File: config.mk
export PLATFORM = sky130hd
export DESIGN_NAME = mips_mc_control
export DESIGN_NICKNAME = d
export VERILOG_FILES = /design/src/rtl/mips_mc_pkg.sv /design/src/rtl/mc_muldiv_timer.sv /design/src/rtl/mips_mc_control.sv
export SDC_FILE = /design/constraint.sdc
export NUM_CORES = 1
export LEC_CHECK = 0
export CORE_ASPECT_RATIO = 0.75
export CORE_UTILIZATION = 35
export CTS_CLUSTER_SIZE = 25
export DETAILED_ROUTE_END_ITERATION = 12
export PLACE_DENSITY = 0.82
export SLEW_MARGIN = 20
export SYNTH_ARGS = -nofsm -noshare
export SYNTH_HDL_FRONTEND = slang
export SYNTH_HIERARCHICAL = 1
export SYNTH_SLANG_ARGS = --single-unit
File: constraint.sdc
create_clock -name clk -period 2.7 [get_ports clk]
set_clock_uncertainty 0.05 [all_clocks]
set_input_delay 0.54 -clock clk [delete_from_list [all_inputs] [get_ports clk]]
set_output_delay 0.54 -clock clk [all_outputs]
set_load 0.03 [all_outputs]
File: src/rtl/mips_mc_pkg.sv
// rtl/mips_mc_pkg.sv - shared encodings and instruction classification for the multicycle MIPS control unit
package mips_mc_pkg;

  typedef enum logic [5:0] {
    OP_SPECIAL = 6'h00, OP_REGIMM = 6'h01, OP_J    = 6'h02, OP_JAL  = 6'h03,
    OP_BEQ     = 6'h04, OP_BNE    = 6'h05, OP_BLEZ = 6'h06, OP_BGTZ = 6'h07,
    OP_ADDIU   = 6'h09, OP_SLTI   = 6'h0A, OP_ANDI = 6'h0C, OP_ORI  = 6'h0D,
    OP_LB      = 6'h20, OP_LW     = 6'h23, OP_SW   = 6'h2B
  } opcode_t;

  typedef enum logic [5:0] {
    FN_SLL  = 6'h00, FN_SRL   = 6'h02, FN_SRA  = 6'h03, FN_JR   = 6'h08,
    FN_JALR = 6'h09, FN_MFHI  = 6'h10, FN_MFLO = 6'h12, FN_MULT = 6'h18,
    FN_MULTU = 6'h19, FN_DIV  = 6'h1A, FN_DIVU = 6'h1B, FN_ADD  = 6'h20,
    FN_ADDU = 6'h21, FN_SUB   = 6'h22, FN_SUBU = 6'h23, FN_AND  = 6'h24,
    FN_OR   = 6'h25, FN_XOR   = 6'h26, FN_NOR  = 6'h27, FN_SLT  = 6'h2A,
    FN_SLTU = 6'h2B
  } funct_t;

  typedef enum logic [4:0] {RT_BLTZ = 5'h00, RT_BGEZ = 5'h01} regimm_t;

  typedef enum logic [2:0] {
    ST_FETCH = 3'd0, ST_DECODE = 3'd1, ST_EXEC = 3'd2,
    ST_MEM = 3'd3, ST_WB = 3'd4, ST_HALTED = 3'd5
  } state_t;

  typedef enum logic [3:0] {
    ALU_ADD = 4'd0, ALU_SUB = 4'd1, ALU_AND = 4'd2, ALU_OR = 4'd3,
    ALU_XOR = 4'd4, ALU_NOR = 4'd5, ALU_SLT = 4'd6, ALU_SLTU = 4'd7,
    ALU_SLL = 4'd8, ALU_SRL = 4'd9, ALU_SRA = 4'd10
  } alu_op_t;

  typedef enum logic [1:0] {PC_PLUS4 = 2'd0, PC_ALU = 2'd1, PC_JUMP = 2'd2, PC_PENDING = 2'd3} pc_src_t;
  typedef enum logic [1:0] {M2R_ALU = 2'd0, M2R_MEM = 2'd1, M2R_PC8 = 2'd2, M2R_HILO = 2'd3} mem_to_reg_t;
  typedef enum logic [1:0] {RD_RT = 2'd0, RD_RD = 2'd1, RD_R31 = 2'd2} reg_dst_t;
  // SRCB_BRANCH is sign-extended immediate shifted left by two
  typedef enum logic [1:0] {SRCB_REG = 2'd0, SRCB_SEXT = 2'd1, SRCB_ZEXT = 2'd2, SRCB_BRANCH = 2'd3} alu_src_b_t;

  typedef enum logic [3:0] {
    CL_NOP, CL_ALU_R, CL_ALU_I, CL_HILO, CL_LOAD, CL_STORE,
    CL_BRANCH, CL_J, CL_JAL, CL_JR, CL_JALR, CL_MULDIV
  } cls_t;

  function automatic cls_t classify(input logic [31:0] ins);
    cls_t c;
    c = CL_NOP;
    case (ins[31:26])
      OP_SPECIAL: begin
        case (ins[5:0])
          FN_SLL, FN_SRL, FN_SRA, FN_ADD, FN_ADDU, FN_SUB, FN_SUBU,
          FN_AND, FN_OR, FN_XOR, FN_NOR, FN_SLT, FN_SLTU: c = CL_ALU_R;
          FN_JR:                                          c = CL_JR;
          FN_JALR:                                        c = CL_JALR;
          FN_MFHI, FN_MFLO:                               c = CL_HILO;
          FN_MULT, FN_MULTU, FN_DIV, FN_DIVU:             c = CL_MULDIV;
          default:                                        c = CL_NOP;
        endcase
      end
      OP_REGIMM: if (ins[20:16] == RT_BLTZ || ins[20:16] == RT_BGEZ) c = CL_BRANCH;
      OP_J:                                   c = CL_J;
      OP_JAL:                                 c = CL_JAL;
      OP_BEQ, OP_BNE, OP_BLEZ, OP_BGTZ:       c = CL_BRANCH;
      OP_ADDIU, OP_SLTI, OP_ANDI, OP_ORI:     c = CL_ALU_I;
      OP_LB, OP_LW:                           c = CL_LOAD;
      OP_SW:                                  c = CL_STORE;
      default:                                c = CL_NOP;
    endcase
    return c;
  endfunction

  function automatic alu_op_t alu_op_of(input logic [31:0] ins);
    alu_op_t a;
    a = ALU_ADD;
    case (ins[31:26])
      OP_SPECIAL: begin
        case (ins[5:0])
          FN_SLL:           a = ALU_SLL;
          FN_SRL:           a = ALU_SRL;
          FN_SRA:           a = ALU_SRA;
          FN_SUB, FN_SUBU:  a = ALU_SUB;
          FN_AND:           a = ALU_AND;
          FN_OR:            a = ALU_OR;
          FN_XOR:           a = ALU_XOR;
          FN_NOR:           a = ALU_NOR;
          FN_SLT:           a = ALU_SLT;
          FN_SLTU:          a = ALU_SLTU;
          default:          a = ALU_ADD;
        endcase
      end
      OP_SLTI:                                     a = ALU_SLT;
      OP_ANDI:                                     a = ALU_AND;
      OP_ORI:                                      a = ALU_OR;
      OP_REGIMM, OP_BEQ, OP_BNE, OP_BLEZ, OP_BGTZ: a = ALU_SUB;
      default:                                     a = ALU_ADD;
    endcase
    return a;
  endfunction

endpackage

File: src/rtl/mc_muldiv_timer.sv
// rtl/mc_muldiv_timer.sv - down-counter that paces the multi-cycle multiply/divide EXEC stall
module mc_muldiv_timer #(
  parameter int LAT = 4
) (
  input  logic clk,
  input  logic reset,
  input  logic start,
  output logic idle,
  output logic done
);
  localparam int CW = $clog2(LAT + 1);

  logic [CW-1:0] count;

  // count holds the EXEC cycles still to go after the current one
  always_ff @(posedge clk or posedge reset) begin
    if (reset) begin
      count <= '0;
    end else if (start) begin
      count <= CW'(LAT - 1);
    end else if (count != '0) begin
      count <= count - CW'(1);
    end
  end

  assign idle = (count == '0);
  assign done = start ? (LAT == 1) : (count == CW'(1));

endmodule

File: src/rtl/mips_mc_control.sv
// rtl/mips_mc_control.sv - multicycle MIPS control FSM with wait-request, muldiv stall, delay slot and halt
module mips_mc_control
  import mips_mc_pkg::*;
#(
  parameter bit MEM_WAIT_EN   = 1'b1,
  parameter int MULDIV_LAT    = 4,
  parameter bit DELAY_SLOT_EN = 1'b1
) (
  input  logic        clk,
  input  logic        reset,
  input  logic [31:0] instr,
  input  logic        mem_waitrequest,
  input  logic        branch_cond,
  input  logic        pc_is_zero,
  output logic        active,
  output logic [2:0]  state,
  output logic        mem_read,
  output logic        mem_write,
  output logic        iord,
  output logic        ir_write,
  output logic        alu_src_a,
  output logic [1:0]  alu_src_b,
  output logic [3:0]  alu_op,
  output logic        reg_write,
  output logic [1:0]  reg_dst,
  output logic [1:0]  mem_to_reg,
  output logic        pc_write,
  output logic [1:0]  pc_src,
  output logic        target_latch,
  output logic        muldiv_start,
  output logic        hilo_write
);

  state_t cur;
  logic   delay_pending;
  logic   in_slot;
  cls_t   cls;
  logic   mem_ready;
  logic   taken;
  logic   halt_now;
  logic   md_start;
  logic   md_idle;
  logic   md_done;
  logic   unused_instr_bits;

  assign cls               = classify(instr);
  assign mem_ready         = !MEM_WAIT_EN || !mem_waitrequest;
  assign halt_now          = (cur == ST_FETCH) && pc_is_zero && !delay_pending;
  assign md_start          = (cur == ST_EXEC) && (cls == CL_MULDIV) && md_idle;
  assign state             = cur;
  assign unused_instr_bits = ^{instr[25:21], instr[15:6]};

  always_comb begin
    taken = 1'b0;
    if (cls == CL_BRANCH) taken = branch_cond;
    else if (cls inside {CL_J, CL_JAL, CL_JR, CL_JALR}) taken = 1'b1;
  end

  mc_muldiv_timer #(.LAT(MULDIV_LAT)) u_timer (
    .clk   (clk),
    .reset (reset),
    .start (md_start),
    .idle  (md_idle),
    .done  (md_done)
  );

  // in_slot marks the instruction fetched by the pending redirect, so a transfer inside it is ignored
  always_ff @(posedge clk or posedge reset) begin
    if (reset) begin
      cur           <= ST_FETCH;
      delay_pending <= 1'b0;
      in_slot       <= 1'b0;
    end else begin
      case (cur)
        ST_FETCH: begin
          if (halt_now) begin
            cur <= ST_HALTED;
          end else if (mem_ready) begin
            cur           <= ST_DECODE;
            in_slot       <= delay_pending;
            delay_pending <= 1'b0;
          end
        end
        ST_DECODE: cur <= ST_EXEC;
        ST_EXEC: begin
          if (taken && DELAY_SLOT_EN && !in_slot) delay_pending <= 1'b1;
          case (cls)
            CL_ALU_R, CL_ALU_I, CL_HILO, CL_JAL, CL_JALR: cur <= ST_WB;
            CL_LOAD, CL_STORE:                            cur <= ST_MEM;
            CL_MULDIV: if (md_done) cur <= ST_FETCH;
            default:                                      cur <= ST_FETCH;
          endcase
        end
        ST_MEM: if (mem_ready) cur <= (cls == CL_LOAD) ? ST_WB : ST_FETCH;
        ST_WB:     cur <= ST_FETCH;
        ST_HALTED: cur <= ST_HALTED;
        default:   cur <= ST_FETCH;
      endcase
    end
  end

  always_comb begin
    active       = (cur != ST_HALTED);
    mem_read     = 1'b0;
    mem_write    = 1'b0;
    iord         = 1'b0;
    ir_write     = 1'b0;
    alu_src_a    = 1'b0;
    alu_src_b    = SRCB_REG;
    alu_op       = ALU_ADD;
    reg_write    = 1'b0;
    reg_dst      = RD_RT;
    mem_to_reg   = M2R_ALU;
    pc_write     = 1'b0;
    pc_src       = PC_PLUS4;
    target_latch = 1'b0;
    muldiv_start = 1'b0;
    hilo_write   = 1'b0;
    if (!reset) begin
      case (cur)
        ST_FETCH: begin
          if (!halt_now) begin
            mem_read = 1'b1;
            ir_write = mem_ready;
            pc_write = mem_ready;
            pc_src   = delay_pending ? PC_PENDING : PC_PLUS4;
          end
        end
        ST_DECODE: alu_src_b = SRCB_BRANCH;
        ST_EXEC: begin
          alu_src_a = 1'b1;
          alu_op    = alu_op_of(instr);
          case (cls)
            CL_ALU_I: alu_src_b = (instr[31:26] == OP_ANDI || instr[31:26] == OP_ORI) ? SRCB_ZEXT : SRCB_SEXT;
            CL_LOAD, CL_STORE: alu_src_b = SRCB_SEXT;
            CL_BRANCH: pc_src = PC_ALU;
            CL_J, CL_JAL, CL_JR, CL_JALR: pc_src = PC_JUMP;
            CL_MULDIV: begin
              muldiv_start = md_start;
              hilo_write   = md_done;
            end
            default: alu_src_b = SRCB_REG;
          endcase
          if (taken) begin
            if (DELAY_SLOT_EN) target_latch = !in_slot;
            else pc_write = 1'b1;
          end
        end
        ST_MEM: begin
          iord      = 1'b1;
          mem_read  = (cls == CL_LOAD);
          mem_write = (cls == CL_STORE);
        end
        ST_WB: begin
          reg_write = 1'b1;
          case (cls)
            CL_LOAD:  mem_to_reg = M2R_MEM;
            CL_JAL:   begin reg_dst = RD_R31; mem_to_reg = M2R_PC8; end
            CL_JALR:  begin reg_dst = RD_RD;  mem_to_reg = M2R_PC8; end
            CL_HILO:  begin reg_dst = RD_RD;  mem_to_reg = M2R_HILO; end
            CL_ALU_R: reg_dst = RD_RD;
            default:  reg_dst = RD_RT;
          endcase
        end
        default: active = (cur != ST_HALTED);
      endcase
    end
  end

endmodule

Word level (Yosys, flattened, before mapping). Memory sizes are Yosys's and may differ from the RTL's. Index checks and enable logic that the tools add are counted.

Reductions and logical operators: 32. Equality and inequality tests: 49. $add $sub $neg: 1. Muxes and demuxes: 60. Bitwise gates (word level): 2.

Operators with widths (count): $eq 6x6->1 const B (11); $pmux 4 s10 (1); $pmux 4 s8 (1); $mux 1 (28); $eq 6x2->1 const B (4); $eq 6x3->1 const B (4); $eq 6x4->1 const B (4); $mux 3 (8); $pmux 2 s2 (5); $pmux 4 s5 (1); $mux 2 (9); $eq 4x3->1 const B (4); $eq 4x4->1 const B (4); $pmux 3 s5 (1); $logic_not 6->1 (2); $reduce_or 4->1 (3); $reduce_or 5->1 (2); $ne 3x3->1 const B (3); $pmux 3 s3 (1); $eq 4x2->1 const B (2); $mux 4 (2); $reduce_or 2->1 (4); $eq 3x1->1 const B (2); $eq 3x2->1 const B (2); 21 further kinds (36).

Input bits: 37. Bits in registers: 8. Word-level logic and storage cells: 149. Memories kept: 1. Output and inout bits: 26. Bits in read-only memories: 192.

Memory list: (name not given) (words 64, bits a word 3, rd ports 1, clocked after memory_dff 0, write ports 0, RTL line mips_mc_pkg.sv:49) `case (ins[5:0])`.

Longest topological paths before layout. Gate-level depths: netlist (run 1).

Depth after elaboration: 11. Gate-level depth with buffers: 9. Gate-level depth less buffers: 8.

Modules after synthesis. The synthesis (run 1) kept the hierarchy.

By module, submodules not included: mips_mc_control (cells each 175, area each 1106.1 µm², instances 1, sequential area each 125.1 µm²); mc_muldiv_timer (cells each 20, area each 202.7 µm², instances 1, sequential area each 75.1 µm²).

Worst setup path before layout (run 1). No wires, ideal clock.

Kind: reg2out. Start: register cur[0], in the netlist state[0]. End: output alu_op[2]. Data arrival time: 3.416 ns. Required time: 2.110 ns. Slack: -1.306 ns. Path buffers: 1. Cell stages (with the launch flop): 6. Cell sequence: dfrtp_1 buf_2 nand2b_4 nor3_1 nand2_1 a2111oi_0.

Word-level cells in the longest chain between the ends: 3.

Ends and longest elaborated chain: start, declared (RTL line mips_mc_control.sv:34) `state_t cur;`; start signal, assigned (RTL line mips_mc_control.sv:94) `ST_MEM: if (mem_ready) cur <= (cls == CL_LOAD) ? ST_WB : ST_FETCH;`; $eq 3x2->1 (RTL line mips_mc_control.sv:120) `case (cur)`; $mux 4 (RTL line mips_mc_control.sv:120); $mux 4 (RTL line mips_mc_control.sv:119) `if (!reset) begin`; end, declared (RTL line mips_mc_control.sv:23) `output logic [3:0] alu_op,`.

Every way passes these cells.

Worst setup path after layout (run 1).
Start: input instr[26]. End: output hilo_write.

Word-level cells in the longest chain between the ends: 10. Elaborated cells on any way between the ends: 26. Those cells by class: eq/ne: 15; mux: 5; reduce/logical: 6.

Ends and longest elaborated chain: start, declared (RTL line mips_mc_control.sv:11) `input logic [31:0] instr,`; $eq 6x4->1 (tied with other cells) (RTL line mips_mc_pkg.sv:47) `case (ins[31:26])`; $reduce_or 4->1 or $reduce_or 2->1 (tied branches) (RTL line mips_mc_pkg.sv:47); $pmux 4 s8 * (RTL line mips_mc_pkg.sv:47); $eq 4x4->1 * (RTL line mips_mc_control.sv:49) `assign md_start = (cur == ST_EXEC) && (cls == CL_MULDIV) && md_idle;`; $logic_and 1x1->1 * (2 in series) (RTL line mips_mc_control.sv:49); net md_start (RTL line mips_mc_control.sv:41) `logic md_start;`; $mux 1 * (RTL line mc_muldiv_timer.sv:27) `assign done = start ? (LAT == 1) : (count == CW'(1));`; net md_done (RTL line mips_mc_control.sv:43) `logic md_done;`; $mux 1 * (RTL line mips_mc_control.sv:133) `case (cls)`; $mux 1 * (RTL line mips_mc_control.sv:120); $mux 1 * (RTL line mips_mc_control.sv:119); end, declared (RTL line mips_mc_control.sv:31) `output logic hilo_write`.

Mark *: on every way through the listed nets, which the timed path passes. The rest lies on a longest branch.

==> results.yml, run 1 <==
outcome:
  outcome: "finished, violations left"
  violations: "negative setup slack"
timing:
  finalSetupViolCount: 9
  max-slew-margin-rel: 0.647
  hold_viol_final: 0
  fin_crit_sh: 1.07
  holdWs_ps: 338
  slew_violations: 0
  max_freq_mhz: 345
  rsz0062_at_grt: "yes"
  worstMarginPinSlew_ps: 529
  fin_crit_ps: 2900
  fin_ws_ps: -195
logic_synthesis:
  synth_area_sq_um: 1310
  yosysSeqAreaShare: 0.153
  synth-xor-area-share: 0.0134
  synth-adder-area-share: 0.0287
  avgSynthCellArea_sq_um: 6.71
  synth_edf_count: 0
  synth_top_family_by_area: "simple AND/OR/NAND/NOR gates"
  muxShareOfSynthArea: 0.0306
  yosysUniqueCellTypes: 53
  synth-simple-area-share: 0.465
  ys.flop_type: "dfrtp_1"
  yosysWarningCount: 6
  synth_cells: 195
  ys_ff_latch: 8
  synthArstFlopShare: 1.00
  synth_compound_area_frac: 0.225
  syn-num-nets: 235
grt:
  grt.total_usage: 0.282
  grt_pass1_wl_um: 8580
  use_met3: 0.0688
  grt_busiest_layer: "met2"
  antenna_found_initial: 0
  grt.met1_usage: 0.356
  grt_use_met2: 0.488
  grt-ovfl-total: 0
  grt_pass1_vias: 1826
  grt_max_degree: 16
placement:
  portBuffers: 46
  gp_congestion: 0.900
  hpwl_um: 3710
  dpl_cell_area_sq_um: 2150
pwr:
  p_leak_nw: 1.11
  pwr-share-clk: 0.116
  p_switching_w: 0.000608
  p_int_w: 0.000646
  power_density_nw_per_um2: 496
  combPwrFrac: 0.688
  peakVddDrop_mv: 0.437
  swShare: 0.485
  seqPwrFrac: 0.196
detailed_routing:
  vias: 2041
  antenna_left: 0
  drt_first_pass_iters: 5
  drt_iter0_drc: 181
  drcViolationCount: 0
  wl_per_cell_um: 17.3
  vias_per_cell: 5.95
  routed_wl_um: 5920
floorplan:
  die_w_um: 72.6
  core.rowCount: 18
  die_h_um: 55.0
  io_pins: 63
  core_area_sq_um: 3420
  initial_core_util: 0.382
  dieArea_sq_um: 3990
final_layout:
  drive_gt1_frac: 0.502
  seq_area_sq_um: 200
  syn2layout_area_growth_pct: 93.2
  num-fill-cells: 227
  final_nets: 335
  diodes: 0
  fin_area_sq_um: 2530
  multi_input_area_sq_um: 1270
cts:
  htreeDepth: 1
  cts_buffer_depth: 2
  cts_tree: "yes"
  clock-sinks: 8
  clkLatencyLatePin_ps: 230
  clockRootBuffer: "clkbuf_8"
  path_clk_slew_ps: 40
  cts_buffers: 3
worst_setup_path:
  crit_type: "input pin to primary output"
  arrival_ps: 2310
  cp.required_ps: 2110
  cp-start-kind: "input pin"
  path_max_fanout: 5
  endpoint_kind: "primary output"
hold_path:
  hp-class: "input pin to async pin"
job:
  drv_cap: 0
[placed cells by master, fill, tap and decap left out, types with 4 or more instances in the layout]
cell	n
buf_4	67
a21oi_1	12
inv_1	10
a21oi_2	4
nor3_1	10
and3_1	5
nor3_2	5
o21ai_0	8
dfrtp_1	8
nor2b_1	6
nand2_1	16
clkdlybuf4s50_1	7
buf_6	19
nor2_1	21
nor2_4	4
mux2i_1	4
buf_2	4
[metal layers]
metal  part of all wire  up-vias  routed length (um)
met3               0.12       49                 719
li1                   -      892                   -
met2               0.45      185                2680
met5                  0        -                   0
met1               0.37      915                2210
met4              0.053        0                 314
[through the flow]
step / worst slack (ps) / cells / utilization / total power (W) / TNS, ps
global placement: -780 / 329 / 0.628 / 0.000969 / -6680
detailed placement: -854 / 329 / 0.628 / 0.000997 / -7610
floorplan: -58.5 / 195 / - / 0.000710 / -91.1
finish: -195 / 343 / 0.739 / 0.00125 / -414
CTS: -192 / 342 / 0.705 / 0.00117 / -289
global route: -258 / 343 / 0.739 / 0.00133 / -1120
[flip-flops by register name (all words and copies together), names as in the netlist]
name,count
in_slot,1
delay_pending,1
state,3
u_timer/count,3
[synthesized netlist by cell type (all sizes together), types with 4 or more instances]
cell type | instances | area share
nand2b | 6 | 0.034
and3 | 6 | 0.029
nor2b | 8 | 0.038
a31oi | 5 | 0.024
a21oi | 16 | 0.064
dfrtp | 8 | 0.15
mux2i | 4 | 0.031
nand3 | 4 | 0.015
o21ai | 8 | 0.031
buf | 10 | 0.048
nor3 | 17 | 0.069
nand2 | 17 | 0.049
nor2 | 28 | 0.082
inv | 10 | 0.029
[repair_timing]
action,4_1_cts,5_1_grt
pin swaps,25,8
hold buffers,0,0
gates resized for setup,103,24
endpoints found under the setup margin,18,14
setup buffers,10,1
[area by class of cell]
type,count,area share
clock buffers,3,0.0163
inverters,10,0.0148
multi-input cells,164,0.502
flip-flops and latches,8,0.0792
well taps,50,0.0247
repair buffers,108,0.363
[power groups by stage]
stage               Combinational, W  Sequential, W  Clock [W]
global route                0.000930       0.000251   0.000153
finish                      0.000863       0.000246   0.000145
global placement            0.000733       0.000236          0
floorplan                   0.000458       0.000252          0
CTS                         0.000783       0.000239   0.000146
detailed placement          0.000756       0.000240          0
[kinds of logic (layout without fill, tap and decap cells)]
kind of cell             Yosys count  after routing
flip-flops                         8              8
AND/OR/NAND/NOR                  110            110
multiplexers                       4              4
adder cells (fa/ha/maj)            3              3
XOR/XNOR                           2              2
AO/OA/AOI/OAI                     45             45
buffers and inverters             23            121
[final timing paths]
| kind | from | end | slack [ps] | cells after the start |
|---|---|---|---|---|
| worst min register to register | in_slot$_DFFE_PP0P_ | in_slot$_DFFE_PP0P_ | 490 | 2 |
| min in group clk | in_slot$_DFFE_PP0P_ | in_slot$_DFFE_PP0P_ | 490 | 2 |
| worst max-delay path | instr[26] | hilo_write | -200 | 11 |
| worst min-delay path | reset | u_timer/count[2]$_DFFE_PP0P_ | 340 | 3 |
| worst max register to register | state[1]$_DFFE_PP0P_ | state[1]$_DFFE_PP0P_ | 660 | 7 |
| max in group asynchronous | reset | state[1]$_DFFE_PP0P_ | 2020 | 4 |
[worst max-delay path, cell delays in order]
cell,delay (ps)
buf_8,110
buf_6,110
buf_6,120
a31oi_4,190
nor2_1,90
or2_4,270
and2_4,150
and3_4,170
nor3b_4,180
and4_4,240
buf_6,120
No activity file was read; power rests on OpenSTA's default activity.
==> run 2, diff against run 1 <==
CORE_MARGIN = 3   (was default)
==> run 2 against run 1 <==
The flow still finishes with violations (negative setup slack). Utilization decreased by 0.34 points. Register-to-register slack is essentially flat. Setup slack lost 35 ps. Fmax shrank 1.2%. Final cell count rose by 0.87%. Wire length fell by 5.1%. Hold slack better by 140 ps. Global-route usage is 5.4 points lower. Sequential power decreased by 6%. Combinational power is 0.5% lower. Critical endpoint unchanged.
==> results.yml, run 2 (synthesis results as in run 1) <==
cts:
  path_clk_slew_ps: 40
  clock-sinks: 8
  clkLatencyLatePin_ps: 230
  clockRootBuffer: "clkbuf_8"
  htreeDepth: 1
  cts_buffers: 3
  cts_buffer_depth: 2
  cts_tree: "yes"
worst_setup_path:
  crit_type: "input pin to primary output"
  cp.required_ps: 2110
  arrival_ps: 2340
  rr_startpoint: "u_timer/count[0]$_DFFE_PP0P_"
  endpoint_kind: "primary output"
  critPathMaxStageDelay_ps: 280
  r2r_slack_ps: 670
  cp-startpoint: "instr[26]"
  path_max_fanout: 4
  cp-start-kind: "input pin"
  reg2reg_depth: 8
  crit_chain: "buf_8, a211o_1, o211ai_1, o41ai_4, or2_4, and2_4, and3_4, nor3b_4, and4_4, buf_6"
  slowest_stage: "a211o_1"
timing:
  setup-tns-final_ps: -613
  rsz0062_at_grt: "yes"
  fin_ws_ps: -230
  max-slew-margin-rel: 0.678
  fin_crit_sh: 1.09
  worstMarginPinSlew_ps: 476
  hold_viol_final: 0
  finalSetupViolCount: 7
  slew_violations: 0
  fin_crit_ps: 2930
  max_freq_mhz: 341
floorplan:
  io_pins: 63
  die_w_um: 76.6
  initial_core_util: 0.380
  dieArea_sq_um: 4520
  core.rowCount: 18
  core_area_sq_um: 3450
  die_h_um: 59.0
placement:
  gp_congestion: 0.888
  hpwl_um: 3750
  portBuffers: 46
grt:
  antenna_found_initial: 0
  grt-ovfl-total: 0
  grt_max_degree: 14
  grt_pass1_vias: 1818
  grt.total_usage: 0.229
  grt_pass1_wl_um: 8390
final_layout:
  drive_gt1_frac: 0.503
  diodes: 0
  final_nets: 338
  num-fill-cells: 230
  syn2layout_area_growth_pct: 93.6
  layout_common_cells: "buf_4, nor2_1, nand2_1"
  utilization: 0.735
  seq_area_sq_um: 200
  final_common_cell: "buf_4"
  multi_input_area_sq_um: 1280
detailed_routing:
  wl_per_cell_um: 16.2
  drcViolationCount: 0
  routed_wl_um: 5620
  vias: 1960
  drt_first_pass_iters: 5
  antenna_left: 0
  drt_iter0_drc: 188
  vias_per_cell: 5.66
hold_path:
  hold_depth: 2
  min_from: "in_slot$_DFFE_PP0P_"
  hp-class: "flip-flop to flip-flop"
outcome:
  violations: "negative setup slack"
  outcome: "finished, violations left"
pwr:
  power_density_nw_per_um2: 487
  peakVddDrop_mv: 0.466
  p_leak_nw: 1.13
job:
  drv_cap: 0
-- run 2: cell type report --
class	instances	share of cell area
clock buffer	3	0.0163
inverter	10	0.0148
multi-input combinational	164	0.504
sequential	8	0.0790
tap	50	0.0247
timing repair buffer	111	0.361
-- run 2: critical path: cells and delay by family --
family                 cells  cell delay (ps)
AND/OR/NAND/NOR            5             1000
AO/OA/AOI/OAI              3              570
buffers and inverters      2              220
-- run 2: path summary, 6_finish.rpt --
path / to
setup / recovery: hilo_write
hold reg to reg: in_slot$_DFFE_PP0P_
min in group asynchronous: u_timer/count[1]$_DFFE_PP0P_
setup reg to reg: state[1]$_DFFE_PP0P_
max in group asynchronous: state[2]$_DFFE_PP0P_
hold / removal: in_slot$_DFFE_PP0P_
-- run 2: per-stage QoR --
step | area (sq um) | setup slack, ps | power (W) | hold slack (ps) | std cells
final | 2530 | -230 | 0.00123 | 475 | 346
after global routing | 2530 | -297 | 0.00132 | 544 | 346
after CTS | 2420 | -225 | 0.00119 | 466 | 343
after detailed placement | 2160 | -713 | 0.00100 | 453 | 331
after global placement | 2160 | -709 | 0.000975 | 451 | 331
after floorplan | 1370 | -58.5 | 0.000710 | 244 | 195
-- run 2: where the power goes --
part | switching, W | total, W | internal [W]
clock network | 0.0000479 | 0.000145 | 0.0000966
registers | 0.0000549 | 0.000231 | 0.000176
logic | 0.000481 | 0.000859 | 0.000378
-- run 2: layer usage --
layer | wire length (um) | GRT usage
met1 | 2370 | 0.303
met2 | 2640 | 0.385
met3 | 450 | 0.0505
met4 | 157 | 0.0517
met5 | 0 | 0
-- run 2: repair_timing --
item                       in CTS  in global routing
setup endpoints to repair      17                 13
pin swaps                      20                  9
resized for setup              85                 31
buffers inserted                9                  4
hold buffers                    0                  0
==> run 3, diff against run 2 <==
CTS_BUF_LIST = sky130_fd_sc_hd__clkbuf_8   (was default)
DONT_BUFFER_PORTS = 1   (was default)
PLACE_DENSITY = 0.6   (was 0.82)
==> run 3 against run 2 <==
Flip-flop and latch count unchanged. The flow now finishes without violations. Register-to-register slack better by 110 ps. Highest routed layer unchanged. Non-clock buffer count shrank 76. Global-route usage down 5.4 points. Sequential share of layout area up 4.0 points. Clock-buffer cell count did not move.
==> results.yml, run 3 (synthesis results as in run 1) <==
final_layout:
  final_nets: 262
  fin_area_sq_um: 1690
  diodes: 0
  final_common_cell: "buf_4"
  multi_input_area_sq_um: 1080
  num-fill-cells: 359
  seq_area_sq_um: 200
  layout_common_cells: "buf_4, nor2_1, nand2_1"
  final_cells: 270
  syn2layout_area_growth_pct: 29.1
  drive_gt1_frac: 0.286
detailed_routing:
  drcViolationCount: 0
  vias_per_cell: 5.64
  drt_first_pass_iters: 4
  routed_wl_um: 3930
  vias: 1522
  antenna_left: 0
  drt_iter0_drc: 74
  wl_per_cell_um: 14.6
worst_setup_path:
  cp-start-kind: "input pin"
  slowest_stage: "and4_4"
  r2r_slack_ps: 780
  path_max_fanout: 13
  crit_chain: "a211o_1, o211ai_1, o41ai_2, or2_4, and2_4, and3_4, nor3b_4, and4_4"
  critPathMaxStageDelay_ps: 310
  arrival_ps: 2110
  crit_type: "input pin to primary output"
  cp.required_ps: 2110
  endpoint_kind: "primary output"
timing:
  hold_viol_final: 0
  fin_crit_ps: 2700
  max_freq_mhz: 371
  slew_violations: 0
  rsz0062_at_grt: "yes"
  holdWs_ps: 3.03
  fin_ws_ps: 4.72
  fin_crit_sh: 0.998
  worstMarginPinSlew_ps: 432
  finalSetupViolCount: 0
  max-slew-margin-rel: 0.712
floorplan:
  die_w_um: 76.6
  initial_core_util: 0.380
  dieArea_sq_um: 4520
  core.rowCount: 18
  io_pins: 63
  die_h_um: 59.0
  core_area_sq_um: 3450
outcome:
  outcome: "finished, final reports clean"
cts:
  path_clk_slew_ps: 40
  htreeDepth: 1
  cts_buffers: 3
  cts_buffer_depth: 2
  cts_tree: "yes"
  clock-sinks: 8
  clockRootBuffer: "clkbuf_8"
  clkLatencyLatePin_ps: 240
grt:
  grt.total_usage: 0.175
  grt_pass1_vias: 1301
  grt-ovfl-total: 0
  grt_max_degree: 17
  grt_pass1_wl_um: 6370
  antenna_found_initial: 0
placement:
  placed_cells: 266
  dpl_cell_area_sq_um: 1620
  hpwl_um: 3190
  portBuffers: 0
  gp_congestion: 0.819
  dp_slack_ps: -53.8
pwr:
  power_density_nw_per_um2: 608
  peakVddDrop_mv: 0.543
  p_leak_nw: 0.689
job:
  drv_cap: 0
hold_path:
  hp-class: "input pin to async pin"
## run 3: cell types whose count changed in the layout (fill, tap and decap cells not counted), moves of 4 or more
cell	delta
buf_4	-40
buf_6	-13
clkdlybuf4s50_1	-8
nor2_1	+6
dlygate4sd2_1	-5
a21oi_1	+4
buf_2	-4
## run 3: final timing paths
kind | from | to | cells after the start
setup / recovery | instr[26] | hilo_write | 8
min in group clk | pc_is_zero | in_slot$_DFFE_PP0P_ | 2
max in group asynchronous | reset | delay_pending$_DFFE_PP0P_ | 1
hold / removal | reset | u_timer/count[0]$_DFFE_PP0P_ | 1
hold reg to reg | in_slot$_DFFE_PP0P_ | in_slot$_DFFE_PP0P_ | 2
setup reg to reg | state[1]$_DFFE_PP0P_ | state[2]$_DFFE_PP0P_ | 6
## run 3: timing repair
action,4_1_cts,5_1_grt
setup endpoints to repair,1,5
endpoints found under the hold margin,0,0
buffers inserted,0,1
hold buffers,0,0
pin swaps,5,5
gates resized for setup,1,4
## run 3: critical path, delay by kind of cell
family	cells	cell delay [ps]
AND/OR/NAND/NOR	5	1070
AO/OA/AOI/OAI	3	490
## run 3: power by group
group          total [W]  internal (W)  leakage, nW  switching (W)
logic           0.000625      0.000269        0.566       0.000356
registers       0.000250      0.000175        0.101      0.0000748
clock network   0.000153     0.0000973       0.0216      0.0000554
total            0.00103      0.000542        0.689       0.000486
## run 3: layout make-up
class	instances	area share
multi-input cells	164	0.638
repair buffers	35	0.160
flip-flops and latches	8	0.119
well taps	50	0.0370
clock buffers	3	0.0244
inverters	10	0.0222
## run 3: per-stage QoR
stage	TNS (ps)	utilization	total power (W)
2_1_floorplan	-91.1	-	0.000710
3_3_place_gp	-31.9	0.469	0.000857
3_5_place_dp	-53.8	0.469	0.000863
4_1_cts	-22.5	0.483	0.00103
5_1_grt	-85.8	0.490	0.00111
6_report	0	0.490	0.00103
## run 3: routing by layer
metal	vias up	part of all wire	global-route usage
li1	751	-	-
met1	695	0.49	0.259
met2	73	0.41	0.253
met3	3	0.094	0.0535
met4	0	0.0056	0.0233
met5	-	0	0
